File: src/rtl/opsum_pkg.sv
// Shared opsum constants and the GLB writer state encoding.
package opsum_pkg;

  localparam int OPSUM_W       = 16;
  localparam int ROW_NUM       = 32;
  localparam int WORDS_PER_ROW = 2;

  typedef enum logic [1:0] {
    IDLE = 2'd0,
    BUSY = 2'd1,
    DONE = 2'd2
  } wr_state_e;

endpackage

File: src/rtl/opsum_skid_fifo.sv
// 2-entry FIFO between the opsum handshake and the GLB write port.
// Push and pop in the same cycle are legal at any count, including full.
module opsum_skid_fifo #(
  parameter int DATA_W = 32
) (
  input  logic              clk,
  input  logic              reset,
  input  logic              push,
  input  logic              pop,
  input  logic [DATA_W-1:0] din,
  output logic [DATA_W-1:0] dout,
  output logic              full,
  output logic              empty
);

  logic [1:0][DATA_W-1:0] mem;
  logic                   wr_ptr, rd_ptr;
  logic [1:0]             count;
  logic                   push_ok, pop_ok;

  assign full    = (count == 2'd2);
  assign empty   = (count == 2'd0);
  // When full, a same-cycle pop frees the head slot, which is exactly where wr_ptr points.
  assign push_ok = push && (!full || pop);
  assign pop_ok  = pop && !empty;
  assign dout    = mem[rd_ptr];

  // Storage, pointers and occupancy.
  always_ff @(posedge clk or posedge reset) begin
    if (reset) begin
      mem    <= '0;
      wr_ptr <= 1'b0;
      rd_ptr <= 1'b0;
      count  <= 2'd0;
    end else begin
      if (push_ok) begin
        mem[wr_ptr] <= din;
        wr_ptr      <= ~wr_ptr;
      end
      if (pop_ok) rd_ptr <= ~rd_ptr;
      count <= count + 2'(push_ok) - 2'(pop_ok);
    end
  end

endmodule

File: src/rtl/opsum_glb_writer.sv
// Drains packed opsum words from the handshake into the GLB, generating
// row-major byte addresses (two words per PE row, upper pair first).
module opsum_glb_writer
  import opsum_pkg::*;
#(
  parameter int ADDR_W = 32,
  parameter int DATA_W = 2 * OPSUM_W,
  parameter int CNT_W  = 7
) (
  input  logic              clk,
  input  logic              reset,
  input  logic              start,
  input  logic [ADDR_W-1:0] base_addr,
  input  logic [CNT_W-1:0]  word_num,
  input  logic [15:0]       row_pitch,
  input  logic              valid_op,
  output logic              ready_op,
  input  logic [DATA_W-1:0] opsum_in,
  output logic              glb_en,
  output logic [3:0]        glb_web,
  output logic [ADDR_W-1:0] glb_addr,
  output logic [DATA_W-1:0] glb_wdata,
  input  logic              glb_ready,
  output logic              busy,
  output logic              done
);

  wr_state_e         state, next_state;
  logic [CNT_W-1:0]  cfg_words;
  logic [15:0]       cfg_pitch;
  logic [CNT_W-1:0]  acc_cnt, wr_cnt;
  logic [ADDR_W-1:0] row_addr;
  logic              half;
  logic              buf_full, buf_empty;
  logic              push, pop;

  // Accept only when there is room and the tile still owes words.
  assign ready_op = (state == BUSY) && !buf_full && (acc_cnt < cfg_words);
  assign push     = valid_op && ready_op;
  assign glb_en   = !buf_empty;
  assign pop      = glb_en && glb_ready;
  assign glb_web  = glb_en ? 4'b0000 : 4'hF;
  assign glb_addr = row_addr + (half ? ADDR_W'(4) : ADDR_W'(0));

  opsum_skid_fifo #(.DATA_W(DATA_W)) u_buf (
    .clk   (clk),
    .reset (reset),
    .push  (push),
    .pop   (pop),
    .din   (opsum_in),
    .dout  (glb_wdata),
    .full  (buf_full),
    .empty (buf_empty)
  );

  // State register.
  always_ff @(posedge clk or posedge reset) begin
    if (reset) state <= IDLE;
    else       state <= next_state;
  end

  // Next-state and status outputs.
  always_comb begin
    next_state = state;
    busy       = (state != IDLE);
    done       = 1'b0;
    case (state)
      IDLE: if (start) next_state = (word_num == '0) ? DONE : BUSY;
      BUSY: if (wr_cnt == cfg_words) next_state = DONE;
      DONE: begin
        done       = 1'b1;
        next_state = IDLE;
      end
      default: next_state = IDLE;
    endcase
  end

  // Tile config latch, counters and address walk.
  always_ff @(posedge clk or posedge reset) begin
    if (reset) begin
      cfg_words <= '0;
      cfg_pitch <= '0;
      acc_cnt   <= '0;
      wr_cnt    <= '0;
      row_addr  <= '0;
      half      <= 1'b0;
    end else if (state == IDLE) begin
      if (start) begin
        cfg_words <= word_num;
        cfg_pitch <= row_pitch;
        acc_cnt   <= '0;
        wr_cnt    <= '0;
        row_addr  <= base_addr;
        half      <= 1'b0;
      end
    end else begin
      if (push) acc_cnt <= acc_cnt + 1'b1;
      if (pop) begin
        wr_cnt <= wr_cnt + 1'b1;
        half   <= ~half;
        // Lower pair written: step to the next row's first word.
        if (half) row_addr <= row_addr + {{(ADDR_W-16){1'b0}}, cfg_pitch};
      end
    end
  end

endmodule

File: config.mk
export PLATFORM = sky130hd
export DESIGN_NAME = opsum_glb_writer
export DESIGN_NICKNAME = d
export VERILOG_FILES = /design/src/rtl/opsum_pkg.sv /design/src/rtl/opsum_skid_fifo.sv /design/src/rtl/opsum_glb_writer.sv
export SDC_FILE = /design/constraint.sdc
export NUM_CORES = 1
export LEC_CHECK = 0
export CAP_MARGIN = 40
export CORE_ASPECT_RATIO = 0.6
export CORE_MARGIN = 1.5
export CORE_UTILIZATION = 49
export CTS_BUF_LIST = sky130_fd_sc_hd__clkbuf_4 sky130_fd_sc_hd__clkbuf_8
export CTS_CLUSTER_DIAMETER = 30
export DETAILED_ROUTE_END_ITERATION = 10
export PLACE_DENSITY_LB_ADDON = 0.08
export SLEW_MARGIN = 20
export SYNTH_ARGS = -nofsm -noshare
export SYNTH_HDL_FRONTEND = slang
export SYNTH_SLANG_ARGS = --single-unit
File: constraint.sdc
create_clock -name clk -period 4.5 [get_ports clk]
set_clock_uncertainty 0.1 [all_clocks]
set_input_delay 0.9 -clock clk [delete_from_list [all_inputs] [get_ports clk]]
set_output_delay 0.9 -clock clk [all_outputs]
set_load 0.05 [all_outputs]
# --- Yosys cells after proc, flatten, opt, wreduce, memory -nomap -nowiden ---
# Cells that the tools add are included.
classes:
  add_sub_neg: 6
  order_cmp: 4
  n_eq_ne: 6
  muxes: 24
  n_bitwise: 3
  n_reduce_logical: 22
op_table:
  columns: ["operator", "n"]
  rows:
  - ["32-bit two-way mux", 7]
  - ["64-bit bitwise mux", 1]
  - ["7-bit two-way mux", 5]
  - ["32-bit by 16-bit adder with 32-bit output", 1]
  - ["32-bit by 3-bit adder with 32-bit output", 1]
  - ["32-bit demux with 1-bit select", 1]
  - ["7-bit by 1-bit adder with 7-bit output, second input constant", 2]
  - ["2-bit AND reduction", 4]
  - ["2-bit nonzero test", 4]
  - ["7-bit equality test", 1]
  - ["1-bit logical AND", 7]
  - ["7-bit logical NOT", 1]
  - ["7-bit < comparator", 1]
  - ["2-bit two-way mux", 3]
  - ["2-bit equality test, second input constant", 2]
  - ["2-bit logical NOT", 2]
  - ["1-bit by 2-bit < comparator with 1-bit output, second input constant", 2]
  - ["1-bit two-way mux", 4]
  - ["4-bit two-way mux", 1]
  - ["2-bit case mux with 2 select lines", 1]
  - ["3-bit two-way mux", 1]
  - ["1-bit inverter", 3]
  - ["3-bit AND reduction", 1]
  - ["2-bit by 1-bit adder with 2-bit output", 1]
  - ["7 further kinds", 8]
word_totals:
  reg_bits: 140
  inputBits: 92
  elab_cells: 77

# --- Longest topological paths before layout ---
logic_depth:
  ltp_word: 8
  ltp_mapped: 11

# --- Cells and area by module ---
# A second synthesis with hierarchy kept.
unflattened:
  cells_unflattened: 807
  area_unflattened_um2: 8308.0
modules_own_cells:
  columns: ["mod", "instances", "cells_per_inst", "area_each_um2", "seq_area_each_um2"]
  rows:
  - ["opsum_glb_writer", 1, 617, 5227.5, 1801.7]
  - ["opsum_skid_fifo", 1, 190, 3080.5, 1701.6]

# --- Worst setup path after synthesis ---
# Ideal clock, no wire load.
synth_timing:
  path_kind: "register to output"
  start: "reg half"
  end: "out glb_addr[28]"
  arrival_ns: 2.331
  path_slack_ns: 1.169
  stages_incl_launch_ff: 8
  n_path_buf: 0
  cell_sequence: "dfrtp_1 > ha_1 > ha_1 > and3_1 > and3_1 > nand2_1 > nor3_1 > xor2_1"
synth_via:
  elab_chain_len: 2
synth_rtl:
  columns: ["element", "line", "rtl"]
  rows:
  - ["start: declaration", "opsum_glb_writer.sv:33", "logic half;"]
  - ["start signal: assignment", "opsum_glb_writer.sv:100", "half <= ~half;"]
  - ["3-bit two-way mux", "opsum_glb_writer.sv:43", "assign glb_addr = row_addr + (half ? ADDR_W'(4) : ADDR_W'(0));"]
  - ["32-bit by 3-bit adder with 32-bit output", "opsum_glb_writer.sv:43", null]
  - ["end: declaration", "opsum_glb_writer.sv:21", "output logic [ADDR_W-1:0] glb_addr,"]
# Every way passes these cells.

# --- Final worst setup path ---
layout_timing:
  start: "reg half"
  end: "out glb_addr[20]"
# The elaborated chain is that of the path after synthesis.

==> reports/metrics.cfg <==
[floorplan]
core.rowCount = 36
fp.dieH_um = 103
core_region_area_mm2 = 0.0162
die_x_um = 169
io_pins = 164
initial_utilization_pct = 50.0
die_area_mm2 = 0.0174

[global_routing]
gr-total-overflow = 0
grt_pass1_vias = 6738
antenna_found_initial = 0
grt_util_all_layers_pct = 26.2
grt_max_degree = 74
grt_pass1_wl_um = 34900

[timing]
period_share_pct = 96.7
rsz0062_at_grt = false
tns_ps = 0
maxSlewHeadroom_pct = 55.0
hold_violations = 0
fmax_mhz = 230
drv_slew = 0
holdWs_ps = 392
final-setup-viol-count = 0
finalCriticalPeriod_ps = 4350
max_slew.worst_pin.slew_ps = 674

[worst_setup_path]
cp-start-kind = register
crit_arrival_ps = 3350
crit_type = register to output pin
worstSetupEndpointType = output pin
critPathMaxFanout = 4
required_ps = 3500
rrSetupSlack_ps = 1650

[clock_network]
cts-root-buf = clkbuf_8
post_cts_buffers = 0
cts_buffer_depth = 2
clk_latency_ps = 450
htreeDepth = 4
cts_num_sinks = 140
cts_buffers = 17
clkSlewWorstSetupHoldPaths_ps = 90
cts_tree = built

[synthesis]
syn_nets = 931
synth-edff-count = 0
yosys.area_share.adder_pct = 4.57
syn_area_per_cell_um2 = 10.0
synth_xor_area_share_pct = 6.16
ys_warn_count = 0
ys_seq_area_share_pct = 43.2
synth_area_mm2 = 0.00811
synthArstFlopShare_pct = 100
synth_compound_area_share_pct = 11.4
synth.distinct_cells = 70
synth_top_family_by_area = simple AND/OR/NAND/NOR gates
synth_top_cells_by_area = dfrtp_1 43%, mux2_2 7.1%, mux2_1 6.5%
ys_seq_elements = 140
synthCells = 810
synth_mux_area_share_pct = 14.0
yosysTopAreaCell = dfrtp_1
yosys.area_share.simple_pct = 17.0
synthFlopType = dfrtp_1
synth_top_area_share_pct = 43.2

[finish]
fillers = 1299
layout_commonest_cell = clkdlybuf4s50_1
mostFrequentLayoutCells = 155 x clkdlybuf4s50_1, 140 x dfrtp_1, 110 x nand2_1
finalNetCount = 1080
drive_above_1_share_pct = 12.1
multiInputGateArea_mm2 = 0.00431
diodes = 0
register_area_mm2 = 0.00350
area_delta_synth_final_pct = 27.2

[routing]
viasPerCell = 5.68
ant_nets = 0
met1_length_um = 10500
drc_errors = 0
wl_um = 21800
route.detailed.wl_per_inst_um = 18.4
top_layer = met4
met3_length_um = 1580
vias = 6708
met2_length_um = 9410
first_pass_iters = 6
drt_iter0_markers = 495

[placed_design]
gp_congestion = 0.930
portBuffers = 163
dp_hpwl_um = 15800

[status]
outcome = completed

[power_and_ir_drop]
ir_drop_mv = 0.597
p_per_area_mw_per_mm2 = 675
p_leak_nw = 4.49

[run]
drv_cap = 0

[hold_path]
hold_path.class = register to register

sequential cells by signal, summed over array words and instances (netlist names):
name / flops
u_buf.mem: 64
row_addr: 32
cfg_pitch: 16
acc_cnt: 7
cfg_words: 7
wr_cnt: 7
state: 2
u_buf.count: 2
half: 1
u_buf.rd_ptr: 1
u_buf.wr_ptr: 1
where the power goes:
group | switching (mW) | leakage, nW | internal [mW] | total (mW)
Clock | 0.530 | 0.207 | 0.557 | 1.09
Combinational | 2.30 | 2.60 | 1.51 | 3.81
Sequential | 0.350 | 1.68 | 1.71 | 2.06
Total | 3.18 | 4.49 | 3.78 | 6.96
synth_stat cells (10+ instances only):
cell      instances
dfrtp_1         140
nand2_1         110
nor2_1           74
mux2_2           51
mux2_1           47
nand3_1          34
xnor2_1          34
a21oi_1          28
ha_1             28
o21ai_0          27
xor2_1           23
clkbuf_1         21
inv_1            15
nor3_1           13
and3_1           11
nand4_1          11
buf_4            10
layer usage:
| metal | vias up | GRT usage, % |
|---|---|---|
| met1 | 3286 | 37.1 |
| li1 | 3153 | - |
| met3 | 27 | 6.87 |
| met5 | - | 0 |
| met4 | 0 | 7.49 |
| met2 | 242 | 39.8 |
repair_timing:
item                                   CTS  global route
hold buffers                             0             0
resized for setup                        2             6
setup endpoints to repair                2             6
endpoints found under the hold margin    0             0
cells by family after synthesis:
group	Yosys count
mux	101
simple gates	292
buf+inv	60
compound gates	131
flops	140
fa+ha+maj	29
xor+xnor	57
worst max-delay path, cell delays in order, from the launching register on:
cell	delay, ps
dfrtp_1	400
ha_1	220
ha_1	250
and3_1	300
and3_1	370
nand4_1	150
xnor2_1	320
clkdlybuf4s50_1	870
path summary, 6_finish.rpt:
check                                          start                   endpoint  cells past startpoint
min in group asynchronous                      reset  u_buf.mem[37]$_DFFE_PP0P_                      2
hold / removal             u_buf.mem[35]$_DFFE_PP0P_  u_buf.mem[35]$_DFFE_PP0P_                      1
hold reg to reg            u_buf.mem[35]$_DFFE_PP0P_  u_buf.mem[35]$_DFFE_PP0P_                      1
setup reg to reg            cfg_words[5]$_DFFE_PP0P_  u_buf.mem[42]$_DFFE_PP0P_                     10
setup / recovery                    half$_DFFE_PP0P_               glb_addr[20]                      7
max in group asynchronous                      reset     acc_cnt[0]$_DFFE_PP0P_                      3
area by class of cell:
cell class                      count  area share (%)
Tap cell                          209            2.54
Timing Repair Buffer              174            17.1
Inverter                           16           0.631
Clock inverter                     14            1.64
Multi-Input combinational cell    610            41.8
Sequential cell                   140            34.0
Clock buffer                       18            2.34
stage by stage:
| stage | power, mW | utilization [%] | worst slack [ps] | cell area [µm²] | cells |
|---|---|---|---|---|---|
| detailed placement | 5.90 | 61.0 | 424 | 9890 | 1149 |
| global route | 7.35 | 63.6 | 0.0955 | 10300 | 1181 |
| CTS | 7.00 | 63.5 | 29.8 | 10300 | 1181 |
| floorplan | 4.80 | - | 1170 | 8110 | 810 |
| finish | 6.96 | 63.6 | 148 | 10300 | 1181 |
| global placement | 5.78 | 60.9 | 490 | 9870 | 1148 |
No activity file was read; power rests on OpenSTA's default activity.
==> RTL edit 1, RTL diff (config.mk and constraints unchanged) <==
The package constant `OPSUM_W` goes from 16 to 20.
--- a/src/rtl/opsum_pkg.sv
+++ b/src/rtl/opsum_pkg.sv
@@ -1,7 +1,7 @@
 // Shared opsum constants and the GLB writer state encoding.
 package opsum_pkg;
 
-  localparam int OPSUM_W       = 16;
+  localparam int OPSUM_W       = 20;
   localparam int ROW_NUM       = 32;
   localparam int WORDS_PER_ROW = 2;
 
Interface: changed (resized glb_wdata and opsum_in); port bits go from 164 to 180. No check against the original RTL was run, so the function may have changed too.
==> RTL edit 1 against the original RTL <==
Sequential share of layout area rose by 0.40 points. Highest routed layer unchanged. Critical path type unchanged. Global-route usage rose by 0.25 points. Sequential cell count rose by 16. Critical path depth rose by 2. Clock power rose by 6%. Cell area rose by 10%. Setup slack improved by 0.12 ns. Die area rose by 9.7%. Routed wire length rose by 11%. Synthesized area rose by 9.9%. Register-to-register slack got worse by 0.19 ns. Largest cell class unchanged. Power rose by 13%.
==> RTL edit 1: results (changes against the original RTL) <==
- Outcome: completed
- Post-Route WL: 24110 um (+11%)
- Sequential cell area share: 34.36% (+0.40 points)
- Clkbuf count: 20 (+2)
- Metal3 WL: 2120 um (+34%)
- Ratio of routed vias to standard cells: 5.631 (-0.87%)
- Post-DP HPWL: 17530 um (+11%)
- P_sw: 0.003496 W (+9.9%)
- Fraction of cell area in non-clock buffers: 17.41% (+0.30 points)
- Area grow syn2layout: 27.53%
- M3 GR Usage: 5.685% (-1.2 points)
- Post-Synth XOR/XNOR Area: 5.013% (-1.1 points)
- Post-DP Area: 10900 um2 (+10%)
- Synth top area cells: dfrtp_1, mux2_4, mux2_2
- Synthesized Nets: 989 (+6.2%)
- CTS Sinks: 156 (+11%)
- Leakage: 5.059 nW (+13%)
- Die Area: 19030 um2 (+9.7%)
- Largest net degree at the start of global routing: 73 (-1.4%)
- Max_slew headroom: 42.38% (-13 points)
- Pre-CTS WS: 0.5671 ns (+0.1427 ns)
- GRT Util Overall: 26.43% (+0.25 points)
- Multi-In Gates: 635 (+4.1%)
- Dpl cells: 1239 (+7.8%)
- Routability Congestion: 0.9789 (+5.3%)
- Vias in the first global route: 6893 (+2.3%)
RTL edit 1: cell types whose count changed after synthesis, sizes merged, moves of 7 or more:
cell and delta:
nor2 -21, nand4 +7, nand2 +7, o21ai +11, dfrtp +16, mux2 +26, xor2 -9
RTL edit 1: path summary, 6_finish.rpt:
| kind | cells after the start | end | slack [ns] | startpoint |
|---|---|---|---|---|
| max | 9 | glb_addr[28] | 0.27 | half$_DFFE_PP0P_ |
| min | 1 | u_buf.mem[17]$_DFFE_PP0P_ | 0.39 | u_buf.mem[17]$_DFFE_PP0P_ |
| max reg2reg | 9 | u_buf.mem[1]$_DFFE_PP0P_ | 1.46 | cfg_words[5]$_DFFE_PP0P_ |
| min reg2reg | 1 | u_buf.mem[17]$_DFFE_PP0P_ | 0.39 | u_buf.mem[17]$_DFFE_PP0P_ |
| max in group asynchronous | 3 | wr_cnt[2]$_DFFE_PP0P_ | 2.66 | reset |
| min in group asynchronous | 2 | row_addr[19]$_DFFE_PP0P_ | 0.82 | reset |
==> RTL edit 2, RTL diff (config.mk and constraints unchanged) <==
Made on the original files. Reset style: synchronous (`reset`), changed in 3 clocked blocks.
--- a/src/rtl/opsum_skid_fifo.sv
+++ b/src/rtl/opsum_skid_fifo.sv
@@ -26,7 +26,7 @@
   assign dout    = mem[rd_ptr];
 
   // Storage, pointers and occupancy.
-  always_ff @(posedge clk or posedge reset) begin
+  always_ff @(posedge clk) begin
     if (reset) begin
       mem    <= '0;
       wr_ptr <= 1'b0;
--- a/src/rtl/opsum_glb_writer.sv
+++ b/src/rtl/opsum_glb_writer.sv
@@ -54,7 +54,7 @@
   );
 
   // State register.
-  always_ff @(posedge clk or posedge reset) begin
+  always_ff @(posedge clk) begin
     if (reset) state <= IDLE;
     else       state <= next_state;
   end
@@ -76,7 +76,7 @@
   end
 
   // Tile config latch, counters and address walk.
-  always_ff @(posedge clk or posedge reset) begin
+  always_ff @(posedge clk) begin
     if (reset) begin
       cfg_words <= '0;
       cfg_pitch <= '0;
Function: differs if reset is asserted again (counterexample within 4 cycles, from zero or initial values and one cycle with reset high); with reset held inactive, the same outputs for 4 cycles.
==> RTL edit 2 against the original RTL <==
Routed wire length shrank 3.3%. Global-route usage grew 0.17 points. Sequential cell count is the same. Count of clock-buffer cells in the layout is the same. Setup slack gained 0.046 ns. First-iteration DRC count grew 12%. Die area shrank 7.2%. Synthesized area shrank 7.3%. Cell area shrank 6.7%. Critical endpoint is now glb_addr[17]. Highest routed layer unchanged.
Power is not compared: it rests on default switching activity, and its combinational part moved more than twofold at a synthesized area within 25%.
==> RTL edit 2: results (changes against the original RTL) <==
- RR Endpoint: row_addr[30]$_SDFFE_PP0P_
- Outcome: completed
- Hold Path Cell Cnt: 2 (+1)
- Synth top area cells: dfxtp_1, nand2_1, a21oi_1
- TritonCTS Buffers: 17 (unchanged)
- DR pass1 iterations: 5 (-1)
- FF-to-FF setup slack: 1.10 ns (-0.55 ns)
- Worst Path Arrival: 3.31 ns (-0.04 ns)
- Global-route track usage on met1: 41.80% (+4.7 points)
- Yosys cell types: 71 (+1.4%)
- Routability Congestion: 0.9360 (+0.69%)
- WL/cell: 16.78 um (-9.0%)
- Synth warn: 0 (unchanged)
- H-tree Lvls: 4 (unchanged)
- Detailed Route Iter0 Violations: 554 (+12%)
- Vias in the first global route: 6371 (-5.4%)
- Worst Max-Slew Pin Slew: 0.8409 ns (+0.1671 ns)
- Largest net degree at the start of global routing: 59 (-20%)
- Post-DP HPWL: 15080 um (-4.6%)
- Pre-CTS WS: 0.4404 ns (+0.01599 ns)
- Most frequent cells after synthesis: nand2_1, dfxtp_1, nor2_1, a21oi_1, xor2_1
- Max Fanout on Critical Path: 5 (+1)
- Number of fill cells: 1297 (-0.15%)
- R2R depth: 9 (-1)
- Share of layout cells above drive strength 1: 9.470% (-2.7 points)
- GR Util met2: 34.99% (-4.8 points)
- M3 GR Usage: 6.608% (-0.26 points)
- First-pass GRT wire length: 33700 um (-3.6%)
- Hold_sp: u_buf.mem[58]$_SDFFE_PP0P_
- Worst-Skew Late Latency: 0.44 ns
- RR Startpoint: row_addr[0]$_SDFFE_PP0P_
- GRT Util Overall: 26.34% (+0.17 points)
- Clock slew at reported path FFs: 0.08 ns
- Ratio of routed vias to standard cells: 5.515 (-2.9%)
- Nets: 1165 (+7.9%)
- Ys flop type: dfxtp_1
- Asr flop ratio synth: 0% (-100 points)
- Worst Hold Path EP: u_buf.mem[58]$_SDFFE_PP0P_
- Sequential area share after synthesis: 37.30% (-5.9 points)
- Clk root buf: clkbuf_8
- Synthesized Nets: 1027 (+10%)
- Top flop regs: u_buf.mem (64), row_addr (32), cfg_pitch (16)
- Hold_ws: 0.3544 ns (-0.03711 ns)
==> RTL edit 2: cell count changes in the layout (fill, tap and decap cells not counted), sizes merged, moves of 30 or more <==
cell   unedited run  this run
a21oi            31        84
mux2i             3        33
dfxtp             0       140
nand2           112       160
dfrtp           140         0
mux2             98        33
==> RTL edit 2: report_power, final <==
group          switching, W  internal, W  total [W]  leakage (nW)
Sequential        0.0000872      0.00132    0.00140          1.14
Combinational      0.000653     0.000421    0.00107          2.46
Clock              0.000527     0.000510    0.00104         0.201
==> RTL edit 2: worst max-delay path, stage by stage, from the launching register on <==
cell	delay, ns
dfxtp_1	0.43
ha_1	0.23
nand3_1	0.15
or3_1	0.46
nor2_1	0.30
nand3_1	0.27
xnor2_1	0.21
clkdlybuf4s50_1	0.82
==> RTL edit 2: through the flow <==
step	util, %	instance area, um2	std cells
6_report	65.37	9622	1254
5_1_grt	65.37	9622	1254
4_1_cts	65.23	9602	1254
3_3_place_gp	62.54	9205	1222
2_1_floorplan	-	7513	906
3_5_place_dp	62.59	9213	1223
==> RTL edit 2: repair_timing <==
| action | in CTS | in global routing |
|---|---|---|
| gates resized for setup | 1 | 8 |
| setup endpoints to repair | 1 | 8 |
| hold buffers | 0 | 0 |
==> RTL edit 2: how the worst max path moves through the flow <==
stage / start / end / slack (ns)
floorplan: half$_SDFFE_PP0P_ / glb_addr[22] / 0.96
global placement: half$_SDFFE_PP0P_ / glb_addr[18] / 0.47
detailed placement: half$_SDFFE_PP0P_ / glb_addr[18] / 0.44
CTS: half$_SDFFE_PP0P_ / glb_addr[28] / 0.03
global route: half$_SDFFE_PP0P_ / glb_addr[18] / 0.007
finish: half$_SDFFE_PP0P_ / glb_addr[17] / 0.19
==> RTL edit 2: per-layer routing <==
layer | part of all wire [%] | vias to the layer above
met5 | 0 | -
met4 | 0.54 | 0
met3 | 8.6 | 14
met2 | 39 | 279
met1 | 52 | 3206
li1 | - | 3417
==> RTL edit 2: cell families (layout without fill, tap and decap cells) <==
| family | Yosys count | in the layout | synth area share [%] |
|---|---|---|---|
| AO/OA/AOI/OAI | 187 | 187 | 16.47 |
| XOR/XNOR | 58 | 58 | 6.761 |
| adder cells (fa/ha/maj) | 29 | 29 | 4.929 |
| buffers and inverters | 77 | 227 | 4.696 |
| flip-flops | 140 | 140 | 37.30 |
| multiplexers | 66 | 66 | 9.342 |
| AND/OR/NAND/NOR | 349 | 349 | 20.50 |
==> RTL edit 2: area by class of cell <==
class,count,area [um2],area share (%)
Clock buffer,18,247.7,2.575
Clock inverter,13,142.6,1.482
Inverter,19,71.32,0.7412
Multi-Input combinational cell,689,4364,45.36
Sequential cell,140,2803,29.13
Tap cell,198,247.7,2.575
Timing Repair Buffer,177,1745,18.14
